===== src/rtl/instr_stream_encoder_pkg.sv =====
// Shared opcode, kind and state constants for the instruction stream encoder
// and the control decoder that reads the same encodings back.
package instr_stream_encoder_pkg;

    localparam logic [5:0] OP_RTYPE = 6'd0;
    localparam logic [5:0] OP_ADDI  = 6'd8;
    localparam logic [5:0] OP_SLTI  = 6'd10;
    localparam logic [5:0] OP_BEQ   = 6'd4;
    localparam logic [5:0] OP_LW    = 6'd35;
    localparam logic [5:0] OP_SW    = 6'd43;
    localparam logic [5:0] OP_J     = 6'd2;
    localparam logic [5:0] OP_JAL   = 6'd3;
    localparam logic [5:0] FUNCT_JR = 6'h08;

    typedef enum logic [3:0] {
        KIND_R    = 4'd0,
        KIND_ADDI = 4'd1,
        KIND_SLTI = 4'd2,
        KIND_BEQ  = 4'd3,
        KIND_LW   = 4'd4,
        KIND_SW   = 4'd5,
        KIND_J    = 4'd6,
        KIND_JAL  = 4'd7,
        KIND_JR   = 4'd8
    } kind_e;

    localparam logic [1:0] ST_IDLE   = 2'd0;
    localparam logic [1:0] ST_ACCEPT = 2'd1;
    localparam logic [1:0] ST_WRITE  = 2'd2;
    localparam logic [1:0] ST_DONE   = 2'd3;

    function automatic logic [31:0] enc_itype(input logic [5:0] op, input logic [4:0] rs,
                                              input logic [4:0] rt, input logic [15:0] imm16);
        return {op, rs, rt, imm16};
    endfunction

endpackage


===== src/rtl/instr_stream_encoder_if.sv =====
// Descriptor input and instruction-memory write port of the stream encoder.
interface instr_stream_encoder_if #(parameter int ADDR_W = 8);

    logic              start_i;
    logic [ADDR_W-1:0] base_addr_i;
    logic              in_valid_i;
    logic              in_ready_o;
    logic [3:0]        kind_i;
    logic [4:0]        rs_i;
    logic [4:0]        rt_i;
    logic [4:0]        rd_i;
    logic [4:0]        shamt_i;
    logic [5:0]        funct_i;
    logic [25:0]       imm_i;
    logic              last_i;
    logic              mem_req_o;
    logic              mem_ack_i;
    logic [ADDR_W-1:0] mem_addr_o;
    logic [31:0]       mem_wdata_o;
    logic              busy_o;
    logic              done_o;
    logic              full_o;
    logic              err_o;
    logic [ADDR_W:0]   count_o;

    // Handshakes: a descriptor transfers on a rising edge where in_valid_i && in_ready_o;
    // a write completes on a rising edge where mem_req_o && mem_ack_i, and until then
    // mem_addr_o/mem_wdata_o hold still.
    modport master (
        input  start_i, base_addr_i, in_valid_i, kind_i, rs_i, rt_i, rd_i, shamt_i,
               funct_i, imm_i, last_i, mem_ack_i,
        output in_ready_o, mem_req_o, mem_addr_o, mem_wdata_o, busy_o, done_o, full_o,
               err_o, count_o
    );

    modport slave (
        output start_i, base_addr_i, in_valid_i, kind_i, rs_i, rt_i, rd_i, shamt_i,
               funct_i, imm_i, last_i, mem_ack_i,
        input  in_ready_o, mem_req_o, mem_addr_o, mem_wdata_o, busy_o, done_o, full_o,
               err_o, count_o
    );

endinterface


===== src/rtl/instr_stream_encoder_word.sv =====
// Combinational packer: descriptor fields -> 32-bit MIPS word plus illegal-kind flag.
module instr_word_encoder
    import instr_stream_encoder_pkg::*;
(
    input  logic [3:0]  kind,
    input  logic [4:0]  rs,
    input  logic [4:0]  rt,
    input  logic [4:0]  rd,
    input  logic [4:0]  shamt,
    input  logic [5:0]  funct,
    input  logic [25:0] imm,
    output logic [31:0] word,
    output logic        illegal
);

    always_comb begin
        word    = '0;
        illegal = 1'b0;
        case (kind)
            KIND_R:    word = {OP_RTYPE, rs, rt, rd, shamt, funct};
            KIND_ADDI: word = enc_itype(OP_ADDI, rs, rt, imm[15:0]);
            KIND_SLTI: word = enc_itype(OP_SLTI, rs, rt, imm[15:0]);
            KIND_BEQ:  word = enc_itype(OP_BEQ,  rs, rt, imm[15:0]);
            KIND_LW:   word = enc_itype(OP_LW,   rs, rt, imm[15:0]);
            KIND_SW:   word = enc_itype(OP_SW,   rs, rt, imm[15:0]);
            KIND_J:    word = {OP_J,   imm};
            KIND_JAL:  word = {OP_JAL, imm};
            // jr ignores rt/rd/shamt so stale descriptor fields never leak into the word
            KIND_JR:   word = {OP_RTYPE, rs, 15'd0, FUNCT_JR};
            default:   illegal = 1'b1;
        endcase
    end

endmodule


===== src/rtl/instr_stream_encoder.sv =====
// Accepts instruction descriptors, encodes them and writes them to consecutive
// instruction-memory words, one request/ack transaction per word.
module instr_stream_encoder
    import instr_stream_encoder_pkg::*;
#(
    parameter int ADDR_W = 8,
    parameter int DEPTH  = 256
) (
    input  logic                   clk_i,
    input  logic                   rst_i,
    instr_stream_encoder_if.master bus,
    output logic [1:0]             dbg_state
);

    localparam logic [ADDR_W:0] DEPTH_C = (ADDR_W+1)'(DEPTH);

    logic [1:0]        state;
    logic              last_q;
    logic              err_q;
    logic              full_q;
    logic [ADDR_W-1:0] addr_q;
    logic [ADDR_W:0]   count_q;
    logic [31:0]       wdata_q;
    logic [31:0]       enc_word;
    logic              enc_illegal;
    logic [ADDR_W:0]   count_nxt;

    instr_word_encoder u_enc (
        .kind    (bus.kind_i),
        .rs      (bus.rs_i),
        .rt      (bus.rt_i),
        .rd      (bus.rd_i),
        .shamt   (bus.shamt_i),
        .funct   (bus.funct_i),
        .imm     (bus.imm_i),
        .word    (enc_word),
        .illegal (enc_illegal)
    );

    assign count_nxt = count_q + 1'b1;

    always_ff @(posedge clk_i) begin
        if (!rst_i) begin
            state   <= ST_IDLE;
            last_q  <= 1'b0;
            err_q   <= 1'b0;
            full_q  <= 1'b0;
            addr_q  <= '0;
            count_q <= '0;
            wdata_q <= '0;
        end else begin
            err_q <= 1'b0;
            case (state)
                ST_IDLE: begin
                    if (bus.start_i) begin
                        state   <= ST_ACCEPT;
                        addr_q  <= bus.base_addr_i;
                        count_q <= '0;
                        full_q  <= 1'b0;
                    end
                end
                ST_ACCEPT: begin
                    if (bus.in_valid_i) begin
                        if (enc_illegal) begin
                            err_q <= 1'b1;
                            state <= bus.last_i ? ST_DONE : ST_ACCEPT;
                        end else begin
                            wdata_q <= enc_word;
                            last_q  <= bus.last_i;
                            state   <= ST_WRITE;
                        end
                    end
                end
                ST_WRITE: begin
                    if (bus.mem_ack_i) begin
                        addr_q  <= addr_q + 1'b1;
                        count_q <= count_nxt;
                        // Running out of space ends the program even without a last descriptor
                        if (last_q || count_nxt == DEPTH_C) begin
                            state  <= ST_DONE;
                            full_q <= (count_nxt == DEPTH_C);
                        end else begin
                            state <= ST_ACCEPT;
                        end
                    end
                end
                ST_DONE:  state <= ST_IDLE;
                default:  state <= ST_IDLE;
            endcase
        end
    end

    assign bus.in_ready_o  = (state == ST_ACCEPT);
    assign bus.mem_req_o   = (state == ST_WRITE);
    assign bus.mem_addr_o  = addr_q;
    assign bus.mem_wdata_o = wdata_q;
    assign bus.busy_o      = (state != ST_IDLE);
    assign bus.done_o      = (state == ST_DONE);
    assign bus.full_o      = full_q;
    assign bus.err_o       = err_q;
    assign bus.count_o     = count_q;
    assign dbg_state       = state;

endmodule


===== src/flat_wrapper.sv =====
// flat-port wrapper written by rule: the top's interface ports become plain ports
module instr_stream_encoder_flat import instr_stream_encoder_pkg::*;
#(
    parameter int ADDR_W = 8,
    parameter int DEPTH  = 256
)
  (clk_i, rst_i, dbg_state, bus_start_i, bus_base_addr_i, bus_in_valid_i, bus_kind_i, bus_rs_i, bus_rt_i, bus_rd_i, bus_shamt_i, bus_funct_i, bus_imm_i, bus_last_i, bus_mem_ack_i, bus_in_ready_o, bus_mem_req_o, bus_mem_addr_o, bus_mem_wdata_o, bus_busy_o, bus_done_o, bus_full_o, bus_err_o, bus_count_o);
  instr_stream_encoder_if #(.ADDR_W(ADDR_W)) bus_i ();
  input  logic clk_i;
  input  logic rst_i;
  output logic [1:0] dbg_state;
  input wire logic [$bits(bus_i.start_i)-1:0] bus_start_i;
  input wire logic [$bits(bus_i.base_addr_i)-1:0] bus_base_addr_i;
  input wire logic [$bits(bus_i.in_valid_i)-1:0] bus_in_valid_i;
  input wire logic [$bits(bus_i.kind_i)-1:0] bus_kind_i;
  input wire logic [$bits(bus_i.rs_i)-1:0] bus_rs_i;
  input wire logic [$bits(bus_i.rt_i)-1:0] bus_rt_i;
  input wire logic [$bits(bus_i.rd_i)-1:0] bus_rd_i;
  input wire logic [$bits(bus_i.shamt_i)-1:0] bus_shamt_i;
  input wire logic [$bits(bus_i.funct_i)-1:0] bus_funct_i;
  input wire logic [$bits(bus_i.imm_i)-1:0] bus_imm_i;
  input wire logic [$bits(bus_i.last_i)-1:0] bus_last_i;
  input wire logic [$bits(bus_i.mem_ack_i)-1:0] bus_mem_ack_i;
  output wire logic [$bits(bus_i.in_ready_o)-1:0] bus_in_ready_o;
  output wire logic [$bits(bus_i.mem_req_o)-1:0] bus_mem_req_o;
  output wire logic [$bits(bus_i.mem_addr_o)-1:0] bus_mem_addr_o;
  output wire logic [$bits(bus_i.mem_wdata_o)-1:0] bus_mem_wdata_o;
  output wire logic [$bits(bus_i.busy_o)-1:0] bus_busy_o;
  output wire logic [$bits(bus_i.done_o)-1:0] bus_done_o;
  output wire logic [$bits(bus_i.full_o)-1:0] bus_full_o;
  output wire logic [$bits(bus_i.err_o)-1:0] bus_err_o;
  output wire logic [$bits(bus_i.count_o)-1:0] bus_count_o;
  assign bus_i.start_i = bus_start_i;
  assign bus_i.base_addr_i = bus_base_addr_i;
  assign bus_i.in_valid_i = bus_in_valid_i;
  assign bus_i.kind_i = bus_kind_i;
  assign bus_i.rs_i = bus_rs_i;
  assign bus_i.rt_i = bus_rt_i;
  assign bus_i.rd_i = bus_rd_i;
  assign bus_i.shamt_i = bus_shamt_i;
  assign bus_i.funct_i = bus_funct_i;
  assign bus_i.imm_i = bus_imm_i;
  assign bus_i.last_i = bus_last_i;
  assign bus_i.mem_ack_i = bus_mem_ack_i;
  assign bus_in_ready_o = bus_i.in_ready_o;
  assign bus_mem_req_o = bus_i.mem_req_o;
  assign bus_mem_addr_o = bus_i.mem_addr_o;
  assign bus_mem_wdata_o = bus_i.mem_wdata_o;
  assign bus_busy_o = bus_i.busy_o;
  assign bus_done_o = bus_i.done_o;
  assign bus_full_o = bus_i.full_o;
  assign bus_err_o = bus_i.err_o;
  assign bus_count_o = bus_i.count_o;
  instr_stream_encoder #(.ADDR_W(ADDR_W), .DEPTH(DEPTH)) u_core (.clk_i(clk_i), .rst_i(rst_i), .bus(bus_i), .dbg_state(dbg_state));
endmodule

===== config.mk =====
export PLATFORM = sky130hd
export DESIGN_NAME = instr_stream_encoder_flat
export DESIGN_NICKNAME = d
export VERILOG_FILES = /design/src/rtl/instr_stream_encoder_pkg.sv /design/src/rtl/instr_stream_encoder_if.sv /design/src/rtl/instr_stream_encoder_word.sv /design/src/rtl/instr_stream_encoder.sv /design/src/flat_wrapper.sv
export SDC_FILE = /design/constraint.sdc
export NUM_CORES = 1
export LEC_CHECK = 0
export BUFFER_PORTS_ARGS = -buffer_cell sky130_fd_sc_hd__buf_4
export CAP_MARGIN = 20
export CORE_UTILIZATION = 52
export DETAILED_ROUTE_END_ITERATION = 6
export HOLD_SLACK_MARGIN = 0.02
export PLACE_DENSITY = 0.85
export RECOVER_POWER = 50
export SLEW_MARGIN = 5
export SYNTH_ARGS = -nofsm -noshare
export SYNTH_HDL_FRONTEND = slang
export SYNTH_HIERARCHICAL = 1
export SYNTH_SLANG_ARGS = --single-unit
export TNS_END_PERCENT = 100

===== constraint.sdc =====
create_clock -name clk_i -period 4.94 [get_ports clk_i]
set_input_delay 0.741 -clock clk_i [delete_from_list [all_inputs] [get_ports clk_i]]
set_output_delay 0.741 -clock clk_i [all_outputs]
set_load 0.005 [all_outputs]

### Yosys cells after proc, flatten, opt, wreduce, memory -nomap -nowiden

Cells that the tools add are included.

| word-level totals | value |
|---|---|
| bits of input ports | 70 |
| bits in registers | 54 |

| operators by class | value |
|---|---|
| add/subtract/negate cells | 2 |
| equality and inequality tests | 16 |
| mux-type cells | 19 |
| reduce and logical (&&, ||, !) cells | 11 |

Operator list:

| cell | number |
|---|---|
| 32-bit one-hot mux with 9 select lines | 1 |
| 9-bit 2-to-1 mux | 2 |
| 9-bit one-hot mux with 2 select lines | 1 |
| 4-bit by 3-bit equality test with 1-bit output (second input constant) | 4 |
| 8-bit 2-to-1 mux | 2 |
| 8-bit one-hot mux with 2 select lines | 1 |
| 2-bit 2-to-1 mux | 6 |
| 3-bit AND reduction | 4 |
| 9-bit by 1-bit adder with 9-bit output (second input constant) | 1 |
| 9-bit equality test (second input constant) | 1 |
| 9-bit OR reduction | 1 |
| 8-bit by 1-bit adder with 8-bit output (second input constant) | 1 |
| 4-bit by 2-bit equality test with 1-bit output (second input constant) | 2 |
| 2-bit one-hot mux with 4 select lines | 1 |
| 2-bit inequality test (second input constant) | 3 |
| 2-bit equality test (second input constant) | 2 |
| 4-bit by 1-bit equality test with 1-bit output (second input constant) | 1 |
| 4-bit equality test (second input constant) | 1 |
| 4-bit logical NOT | 1 |
| 1-bit 2-to-1 mux | 4 |
| 4-bit AND reduction | 1 |
| 2-bit nonzero test | 2 |
| 2-bit by 1-bit equality test with 1-bit output (second input constant) | 1 |
| 2-bit logical NOT | 1 |
| 3 further kinds | 3 |

### Depth between registers and ports, before layout

Gate-level depths: netlist (run 1).

| depth | value |
|---|---|
| word-level depth | 6 |
| depth in mapped cells | 10 |

### By module

The synthesis (run 1) kept the hierarchy.

Modules (own cells, without submodules):

| module | area an instance (µm²) | instances | cells each | seq. area each (µm²) |
|---|---|---|---|---|
| instr_stream_encoder | 2,509.9 | 1 | 313 | 1,081.0 |
| instr_word_encoder | 498.0 | 1 | 97 | 0.0 |

### Worst setup path after synthesis (run 1)

No wires, ideal clock.

| timing | value |
|---|---|
| kind | in2reg |
| start | in bus_kind_i[1] |
| end | reg u_core.wdata_q[22], in the netlist u_core/bus.mem_wdata_o[22] |
| stages | 10 |
| slack | 2.465 ns |
| arrival | 2.353 ns |
| required time | 4.818 ns |
| library setup time | 0.122 ns |
| buffers on the path | 5 |
| cells stage by stage | buf_6 -> or3_1 -> buf_6 -> buf_8 -> and2_4 -> or2_2 -> buf_2 -> buf_2 -> nand2_1 -> a21boi_0 |

| between the ends | value |
|---|---|
| longest elaborated chain between the ends | 3 |
| elaborated cells on any way between the ends | 12 |

Ends and longest elaborated chain:

| element | RTL line | source |
|---|---|---|
| start: declaration | flat_wrapper.sv:15 | `input wire logic [$bits(bus_i.kind_i)-1:0] bus_kind_i;` |
| 4-bit equality test (tied with other cells) | instr_stream_encoder_word.sv:19 | `case (kind)` |
| 9-bit OR reduction (no line) | n/a |  |
| 3-bit AND reduction (no line) | n/a |  |
| end signal: assignment | instr_stream_encoder.sv:68 | `wdata_q <= enc_word;` |
| end: declaration | instr_stream_encoder.sv:23 | `logic [31:0] wdata_q;` |

Several ways; a longest one is shown, not always the timed one.
A chain may end at the register's enable or synchronous reset.

### Final worst setup path (run 1)

| timing | value |
|---|---|
| start | reg u_core.state[1], in the netlist u_core/dbg_state[1] |
| end | out bus_mem_req_o |

| between the ends | value |
|---|---|
| longest elaborated chain between the ends | 1 |

Ends and longest elaborated chain:

| element | RTL line | source |
|---|---|---|
| start: declaration | instr_stream_encoder.sv:17 | `logic [1:0] state;` |
| start signal: assignment | instr_stream_encoder.sv:66 | `state <= bus.last_i ? ST_DONE : ST_ACCEPT;` |
| 2-bit equality test | instr_stream_encoder.sv:94 | `assign bus.mem_req_o = (state == ST_WRITE);` |
| end: declaration | flat_wrapper.sv:25 | `output wire logic [$bits(bus_i.mem_req_o)-1:0] bus_mem_req_o;` |

Every way passes these cells.

==> out/summary.txt, run 1 <==
Outcome: finished clean
Core area: 5540 um2
Yosys top cell area share: 0.3594
Final Hold Slack: 0.4547 ns
Yosys warnings: 6
Critical path cell sequence: nand2b_1 -> inv_1 -> buf_4
Detail Route Antenna Nets: 0
Initial Utilization: 0.5429
Crit path buf inv count: 2
Setup Buffers After CTS: 0
Routed WL: 7.804 mm
CP endpoint kind: primary output
Post-synthesis average cell area: 7.336 um2
Delay-heaviest family, CP: flip-flops
H-tree depth: 2
VDD IR max: 0.1643 mV
Top post-synthesis cells by count: nand2_1 (128), dfxtp_1 (54), a21oi_1 (31)
DIE HEIGHT: 78.06 um
Distinct cells, synth: 51
# DRC: 0
DP HPWL: 5.556 mm
Final period util: 0.5218
Max_cap viols: 0
Hold Fails Final Rpt: 0
Crit-path slowest cell: dfxtp_1
Most used routing layer: met2
Prevailing post-synth register cell: dfxtp_1
Grt met1 use: 0.3123
Hold depth: 2
Layout area overhead: 31.82%
PortBufs: 126
Post-DP Area: 3884 um2
Min-delay worst type: flop to flop
Area of the multi-input gates: 1727 um2
Grt met2 use: 0.4579
Starting DRC count in detailed routing: 204
Layout Cells excl Fill: 587
R2R depth: 5
Routability Congestion: 0.8495
Worst-margin pin slew: 0.9765 ns
Clock insertion delay at the later pin of the skew report: 0.30 ns
Nets: 587
Die area: 6093 um2
# hold bufs at CTS: 0
Arr. time, crit path: 1.84 ns
Antenna violations before repair: 0
Count leader, synth: nand2_1
Gr usage total: 0.2632
Final Max Slew Viols: 0
Critical Path RT: 4.20 ns
Clk root buf: clkbuf_8
Worst path depth: 3
Placed insts: 579
Total congestion overflow: 0
Clock slew at reported path FFs: 0.10 ns
Total design power: 0.8985 mW
DR vias/cell: 5.509
# diodes: 0
CTS tree: yes
WS Path Type: flop to primary output
Clock buffer count from CTS: 5
Post-synth EDFFs: 0
Pin count of the biggest net entering global routing: 56
First-pass GRT wire length: 13.04 mm
Cts repair resizes: 0
Sequential cell area: 1081 um2
Met3 Use GR: 0.06744
1st-pass router iterations: 5
Async S/R FF share, synth: 0
Crit Path Max Fanout: 15
Biggest area consumer among synthesized cells: dfxtp_1
Post-Syn Nets: 483
Clk sinks: 54
Power density over cell area: 226.6 nW/um2
CTS Buffer Depth: 2
Unrepaired setup endpoints after global routing: false
Vias in the first global route: 2925
Layout cells sized above 1: 0.2680
Final std cell area, no fill: 3965 um2
Die width: 78.06 um
Fmax: 388.0 MHz
Synth Cell Area: 3008 um2
I/O pins: 127
Total number of vias: 3234
Max incr delay on CP: 0.65 ns
Max-slew headroom: 0.3466
DR WL/cell: 13.29 um
Sum Neg Setup Slack: 0 ns
Leak pwr: 1.663 nW
Setup crit start kind: flop
Area contributors post-synth: dfxtp_1 (36%), nand2_1 (16%), a21boi_0 (6.7%)
Tmin final: 2.577 ns
Final-layout fill cell count: 491
Cells after Synth: 410
Post-synthesis register bit count: 54
Setup violators final: 0
Register area share after synthesis: 0.3594
# rows: 27
Skew final: 0.004881 ns
flip-flops by register name (all words and copies together) (netlist names):
register / count
u_core/bus.count_o: 9
u_core/last_q: 1
u_core/bus.err_o: 1
u_core/dbg_state: 2
u_core/bus.full_o: 1
u_core/bus.mem_addr_o: 8
u_core/bus.mem_wdata_o: 32
stage by stage:
| stage | setup slack (ns) | utilization |
|---|---|---|
| final | 2.363 | 0.7157 |
| after global routing | 2.214 | 0.7157 |
| after CTS | 2.494 | 0.7215 |
| after detailed placement | 2.180 | 0.7010 |
| after global placement | 2.254 | 0.7010 |
| after floorplan | 2.465 | - |
final timing paths:
kind	start	slack, ns	to
hold reg to reg	u_core/bus.mem_wdata_o[27]	0.45	u_core/bus.mem_wdata_o[27]
setup reg to reg	u_core/dbg_state[1]	2.40	u_core/bus.count_o[3]
hold / removal	u_core/bus.mem_wdata_o[27]	0.45	u_core/bus.mem_wdata_o[27]
setup / recovery	u_core/dbg_state[1]	2.36	bus_mem_req_o
kinds of logic (layout without fill, tap and decap cells):
kind of cell | Yosys count | in the layout | share of synthesized area
xor+xnor | 2 | 2 | 0.005825
flops | 54 | 54 | 0.3594
simple gates | 196 | 196 | 0.2978
mux | 3 | 3 | 0.009984
buf+inv | 38 | 143 | 0.06572
compound gates | 113 | 113 | 0.2475
other cells | 1 | 1 | 0.001247
fa+ha+maj | 3 | 3 | 0.01248
worst reg2reg max path, cell delays in order, from the launching register on:
cell and delay [ns]:
dfxtp_1 0.65, nand2b_1 0.34, inv_1 0.37, nand2_1 0.34, or4b_1 0.63, a21boi_1 0.16
metal layers:
metal,vias to the layer above,share of wire,wire length (um)
met2,116,0.50,3908
met5,-,0,0
met4,0,0.024,185
li1,1610,-,-
met3,17,0.064,497
met1,1491,0.41,3212
report_power, final:
part | leakage (nW) | switching [mW] | total, mW | internal, mW
Sequential | 0.438 | 0.0113 | 0.458 | 0.446
Clock | 0.0504 | 0.145 | 0.296 | 0.151
Combinational | 1.18 | 0.0673 | 0.145 | 0.0777
Total | 1.66 | 0.224 | 0.899 | 0.675
cells in the final DEF (no fill, tap or decap), types with 2 or more instances in the layout:
cell type,Yosys,layout
a21boi_0,27,27
a21boi_1,10,10
a21oi_1,31,31
a22o_1,5,5
a31oi_1,4,4
and2_1,3,3
buf_4,4,75
clkbuf_1,12,8
clkbuf_4,0,44
clkbuf_8,0,5
clkinvlp_4,0,2
dfxtp_1,54,54
ha_1,3,3
inv_1,7,8
mux2i_1,3,3
nand2_1,128,128
nand2b_1,2,2
nand3_1,8,8
nand3b_1,2,2
nand4_1,3,3
nor2_1,15,15
nor2b_1,7,7
nor3_1,5,5
nor4_1,7,7
o211a_1,3,3
o21ai_0,20,20
o221a_2,2,2
o22ai_1,4,4
or2_2,3,3
or3_1,3,3
xnor2_1,2,2
layout make-up:
cell class              count  share of cell area
multi-input cells         318              0.4355
repair buffers            127              0.2329
well taps                  72             0.02272
inverters                   8            0.007573
clock buffers               5             0.01736
flip-flops and latches     54              0.2726
clock inverters             3             0.01136
(Power assumes the default switching activity.)
==> run 2, diff against run 1 <==
ABC_AREA = 1   (was unset)
CORE_UTILIZATION = 48   (was 52)
PLACE_DENSITY = 0.79   (was 0.85)
clock period = 2.7 ns   (was 4.94 ns; I/O delays follow)
==> out/summary.txt, run 2 <==
Outcome: finished clean
Layout area overhead: 32.78%
Routability Congestion: 0.8490
Most frequent cells in the layout: nor2_1 (122), nand2_1 (118), buf_4 (75)
Post-synthesis register bit count: 54
Total number of vias: 3314
Setup violators final: 0
Clk root buf: clkbuf_8
Final period util: 0.7715
Crit Path Max Fanout: 16
First-pass GRT wire length: 12.69 mm
Total congestion overflow: 0
Simple-gate area share of the yosys netlist: 0.3658
Final Max Slew Viols: 0
Register area share after synthesis: 0.3617
Die area: 6547 um2
Leak pwr: 2.087 nW
Largest family of logic cells by synthesized area: simple AND/OR/NAND/NOR gates
Synth Area in Adders: 0.01256
Worst hold endpoint: u_core/bus.mem_addr_o[0]
Reg2reg start: u_core/dbg_state[1]
Clk sinks: 54
WS Path Type: flop to flop
Top post-synthesis cells by count: nor2_1 (121), nand2_1 (118), dfxtp_1 (54)
PortBufs: 126
Cts repair resizes: 0
1st-pass router iterations: 5
Gr usage total: 0.2441
Delay-heaviest family, CP: simple AND/OR/NAND/NOR gates
Setup crit start kind: flop
Cell mode on critical path: a21oi_1
R2R depth: 8
Layout cells sized above 1: 0.2466
Pin count of the biggest net entering global routing: 42
Hold depth: 3
CTS tree: yes
Core area: 5956 um2
I/O pins: 127
Arr. time, crit path: 2.32 ns
Antenna violations before repair: 0
Setup slack, reg-to-reg: 0.62 ns
Distinct cells, synth: 36
Nets: 660
Hold_sp: bus_base_addr_i[0]
Critical Path RT: 2.93 ns
Power density over cell area: 555.8 nW/um2
Min-delay worst type: primary input to flop
Worst-margin pin slew: 0.9639 ns
Fmax: 480.1 MHz
Sum Neg Setup Slack: 0 ns
Worst setup margin: 0.6170 ns
Detail Route Antenna Nets: 0
Clock buffer count from CTS: 5
Crit-path slowest cell: dfxtp_1
Psw: 0.7132 mW
Switching share of power: 0.3234
DR WL/cell: 12.05 um
Unrepaired setup endpoints after global routing: false
Worst reg2reg path endpoint: u_core/bus.mem_addr_o[6]
Clock insertion delay at the later pin of the skew report: 0.30 ns
Placement Setup Slack: 0.6174 ns
Async S/R FF share, synth: 0
Share of power burned in combinational logic: 0.313
Tmin final: 2.083 ns
Initial Utilization: 0.5019
Clock Power Share: 0.239
Critical path cell sequence: nor2_1 -> nand2_1 -> o21ai_4 -> nor2_2 -> inv_2 -> a21oi_1 -> o21ai_0 -> a21oi_1
Yosys top cell area share: 0.3617
# DRC: 0
Yosys warnings: 6
Post-synth EDFFs: 0
Cells after Synth: 471
Mux share of post-synthesis cell area: 0
DP HPWL: 5.889 mm
Count leader, synth: nor2_1
Routed WL: 7.991 mm
VDD IR max: 0.3275 mV
Synth Area in Compound Gates: 0.1377
# rows: 28
Total design power: 2.206 mW
Largest register FFs: 32
Post-synthesis average cell area: 6.346 um2
Biggest area consumer among synthesized cells: dfxtp_1
Starting DRC count in detailed routing: 176
Vias in the first global route: 2981
Hold Fails Final Rpt: 0
CP endpoint kind: flop
CTS Buffer Depth: 2
Max incr delay on CP: 0.61 ns
# diodes: 0
Area contributors post-synth: dfxtp_1 (36%), nor2_1 (15%), nand2_1 (15%)
Prevailing post-synth register cell: dfxtp_1
Commonest non-fill, non-tap cell in the layout: nor2_1
Die width: 80.92 um
Max-slew headroom: 0.3567
Pint: 1.493 mW
DR vias/cell: 4.998
Clock slew at reported path FFs: 0.09 ns
Setup Buffers After CTS: 0
DIE HEIGHT: 80.92 um
Skew final: 0.004411 ns
CP startpoint: u_core/dbg_state[1]
# hold bufs at CTS: 0
Register share of total power: 0.448
Crit path buf inv count: 1
Post-Syn Nets: 544
H-tree depth: 2
Post-synthesis xor/xnor area fraction: 0.008790
Max_cap viols: 0
Synth Cell Area: 2989 um2
[run 2: cell type report]
cell class,count,area (um2)
Clock buffer,7,76.32
Clock inverter,1,30.03
Fill cell,560,1987
Inverter,52,195.2
Multi-Input combinational cell,346,1565
Sequential cell,54,1081
Tap cell,75,93.84
Timing Repair Buffer,128,927.1
[run 2: worst max path at each step]
| stage | endpoint | slack [ns] | cells after the start |
|---|---|---|---|
| after global placement | u_core/bus.mem_addr_o[6] | 0.62 | 8 |
| after global routing | u_core/bus.mem_addr_o[6] | 0.41 | 8 |
| after CTS | u_core/bus.mem_addr_o[6] | 0.60 | 8 |
| after detailed placement | u_core/bus.mem_wdata_o[8] | 0.62 | 9 |
| final | u_core/bus.mem_addr_o[6] | 0.62 | 8 |
| after floorplan | u_core/bus.full_o | 1.13 | 12 |
[run 2: power by group through the flow]
stage | Sequential (mW) | Combinational (mW) | Clock, mW
2_1_floorplan | 0.992 | 0.417 | 0
3_3_place_gp | 1.01 | 0.692 | 0
3_5_place_dp | 1.01 | 0.707 | 0
4_1_cts | 0.991 | 0.709 | 0.542
5_1_grt | 1.00 | 0.773 | 0.566
6_report | 0.988 | 0.690 | 0.527
[run 2: worst register-to-register path: stages, from the launching register on]
cell and delay [ns]:
dfxtp_1 0.61, nor2_1 0.12, nand2_1 0.12, o21ai_4 0.08, nor2_2 0.44, inv_2 0.26, a21oi_1 0.17, o21ai_0 0.10
a21oi_1 0.12
[run 2: logic make-up (layout without fill, tap and decap cells)]
logic type	Yosys count	in the layout
other cells	1	1
fa+ha+maj	3	3
simple gates	267	267
xor+xnor	3	3
buf+inv	71	188
compound gates	72	72
flops	54	54
[run 2: stage by stage]
stage          hold slack, ns  utilization  cells  instance area (um2)
6_report               0.3609       0.6664    663                 3969
3_5_place_dp           0.4653       0.6555    655                 3904
3_3_place_gp           0.4600       0.6555    655                 3904
4_1_cts                0.3433       0.6733    663                 4010
5_1_grt                0.3815       0.6664    663                 3969
2_1_floorplan          0.4604            -    471                 2989
[run 2: routing by layer]
metal,routed length [um],vias to the layer above,GRT usage
met3,644,6,0.06067
li1,-,1689,-
met4,76,0,0.05179
met2,3915,124,0.4479
met1,3355,1495,0.2837
met5,0,-,0
==> run 3, diff against run 2 <==
ABC_AREA = 0   (was 1)
clock period = 2.2 ns   (was 2.7 ns; I/O delays follow)
==> out/summary.txt, run 3 (synthesized netlist as in run 1, its figures left out) <==
Placement Setup Slack: 0.2049 ns
Clk root buf: clkbuf_8
Final Max Slew Viols: 0
# DRC: 0
Unrepaired setup endpoints after global routing: false
Die width: 81.16 um
First-pass GRT wire length: 12.62 mm
Placed insts: 590
Power density over cell area: 481.3 nW/um2
Clk sinks: 54
Setup slack, reg-to-reg: 0.24 ns
Sum Neg Setup Slack: 0 ns
Worst reg2reg path endpoint: u_core/bus.full_o
Crit Path Max Fanout: 8
Commonest non-fill, non-tap cell in the layout: nand2_1
Total design power: 1.932 mW
R2R depth: 6
Skew final: 0.004132 ns
Fmax: 510.3 MHz
Hold depth: 3
Setup Buffers After CTS: 0
DR vias/cell: 5.329
Routed WL: 7.844 mm
VDD IR max: 0.3087 mV
WS Path Type: flop to flop
H-tree depth: 2
Routability Congestion: 0.7986
CTS Buffer Depth: 2
Tmin final: 1.960 ns
Hold_sp: bus_last_i
Max-slew headroom: 0.4735
Worst hold endpoint: u_core/last_q
Min-delay worst type: primary input to flop
Pin count of the biggest net entering global routing: 56
Worst setup margin: 0.2402 ns
Detail Route Antenna Nets: 0
Total congestion overflow: 0
Arr. time, crit path: 2.20 ns
Setup crit start kind: flop
# diodes: 0
Max_cap viols: 0
Layout cells sized above 1: 0.2753
Nets: 595
1st-pass router iterations: 5
Core area: 5991 um2
Die area: 6587 um2
Cts repair resizes: 0
Clock insertion delay at the later pin of the skew report: 0.31 ns
Most frequent cells in the layout: nand2_1 (128), buf_4 (82), dfxtp_1 (54)
# hold bufs at CTS: 0
Clock buffer count from CTS: 5
CP endpoint kind: flop
DP HPWL: 5.715 mm
Clock slew at reported path FFs: 0.09 ns
Layout Cells excl Fill: 598
Layout area overhead: 33.44%
Final Hold Slack: 0.2724 ns
DR WL/cell: 13.12 um
Hold Fails Final Rpt: 0
Setup violators final: 0
PortBufs: 126
# rows: 28
Vias in the first global route: 2874
Starting DRC count in detailed routing: 238
Total number of vias: 3187
Initial Utilization: 0.5021
CTS tree: yes
Worst-margin pin slew: 0.7897 ns
Final period util: 0.8908
DIE HEIGHT: 81.16 um
Outcome: finished clean
Largest register FFs: 32
Antenna violations before repair: 0
Critical Path RT: 2.44 ns
Reg2reg start: u_core/bus.count_o[0]
I/O pins: 127
Gr usage total: 0.2454
Leak pwr: 1.690 nW
==> run 3: changes by cell type in the layout (fill, tap and decap cells not counted), sizes merged, moves of 5 or more <==
cell / delta
a21boi: +37
a21oi: +17
a22o: +5
buf: +8
inv: -44
nand2: +9
nand3: -6
nor2: -110
nor2b: +7
nor4: +6
o21ai: -25
==> run 3: layout make-up <==
cell class / count / area [um2]
Sequential cell: 54 / 1081
Multi-Input combinational cell: 318 / 1729
Clock inverter: 2 / 12.51
Timing Repair Buffer: 135 / 984.7
Tap cell: 75 / 93.84
Fill cell: 546 / 1977
Clock buffer: 6 / 82.58
Inverter: 8 / 30.03
==> run 3: stage by stage <==
stage	util	cell area, um2
finish	0.6700	4014
floorplan	-	3008
global route	0.6700	4014
global placement	0.6610	3960
CTS	0.6769	4055
detailed placement	0.6610	3960
==> run 3: how the worst max path moves through the flow <==
| stage | from | to | slack, ns |
|---|---|---|---|
| after CTS | u_core/bus.count_o[0] | u_core/bus.full_o | 0.26 |
| after global placement | bus_kind_i[1] | u_core/bus.mem_wdata_o[11] | 0.26 |
| after global routing | u_core/bus.count_o[0] | u_core/bus.full_o | 0.09 |
| after detailed placement | bus_kind_i[1] | u_core/bus.mem_wdata_o[1] | 0.20 |
| final | u_core/bus.count_o[0] | u_core/bus.full_o | 0.24 |
| after floorplan | bus_kind_i[1] | u_core/bus.mem_wdata_o[22] | 0.14 |
==> run 3: metal layers <==
layer,part of all wire,vias up,GRT usage
li1,-,1619,-
met5,0,-,0
met4,0.016,0,0.09107
met2,0.48,114,0.4118
met1,0.44,1444,0.2995
met3,0.069,10,0.06404
==> run 3: worst max-delay path, stage by stage, from the launching register on <==
cell and delay, ns:
dfxtp_1 0.35, ha_1 0.32, nand3_1 0.22, o21ai_0 0.23
nand4_1 0.16, nor4_1 0.39, mux2i_1 0.23
==> run 3: report_power, final <==
group / internal, mW / total [mW] / switching, mW
clock network: 0.253 / 0.571 / 0.318
logic: 0.180 / 0.333 / 0.152
registers: 1.00 / 1.03 / 0.0261
total: 1.44 / 1.93 / 0.496
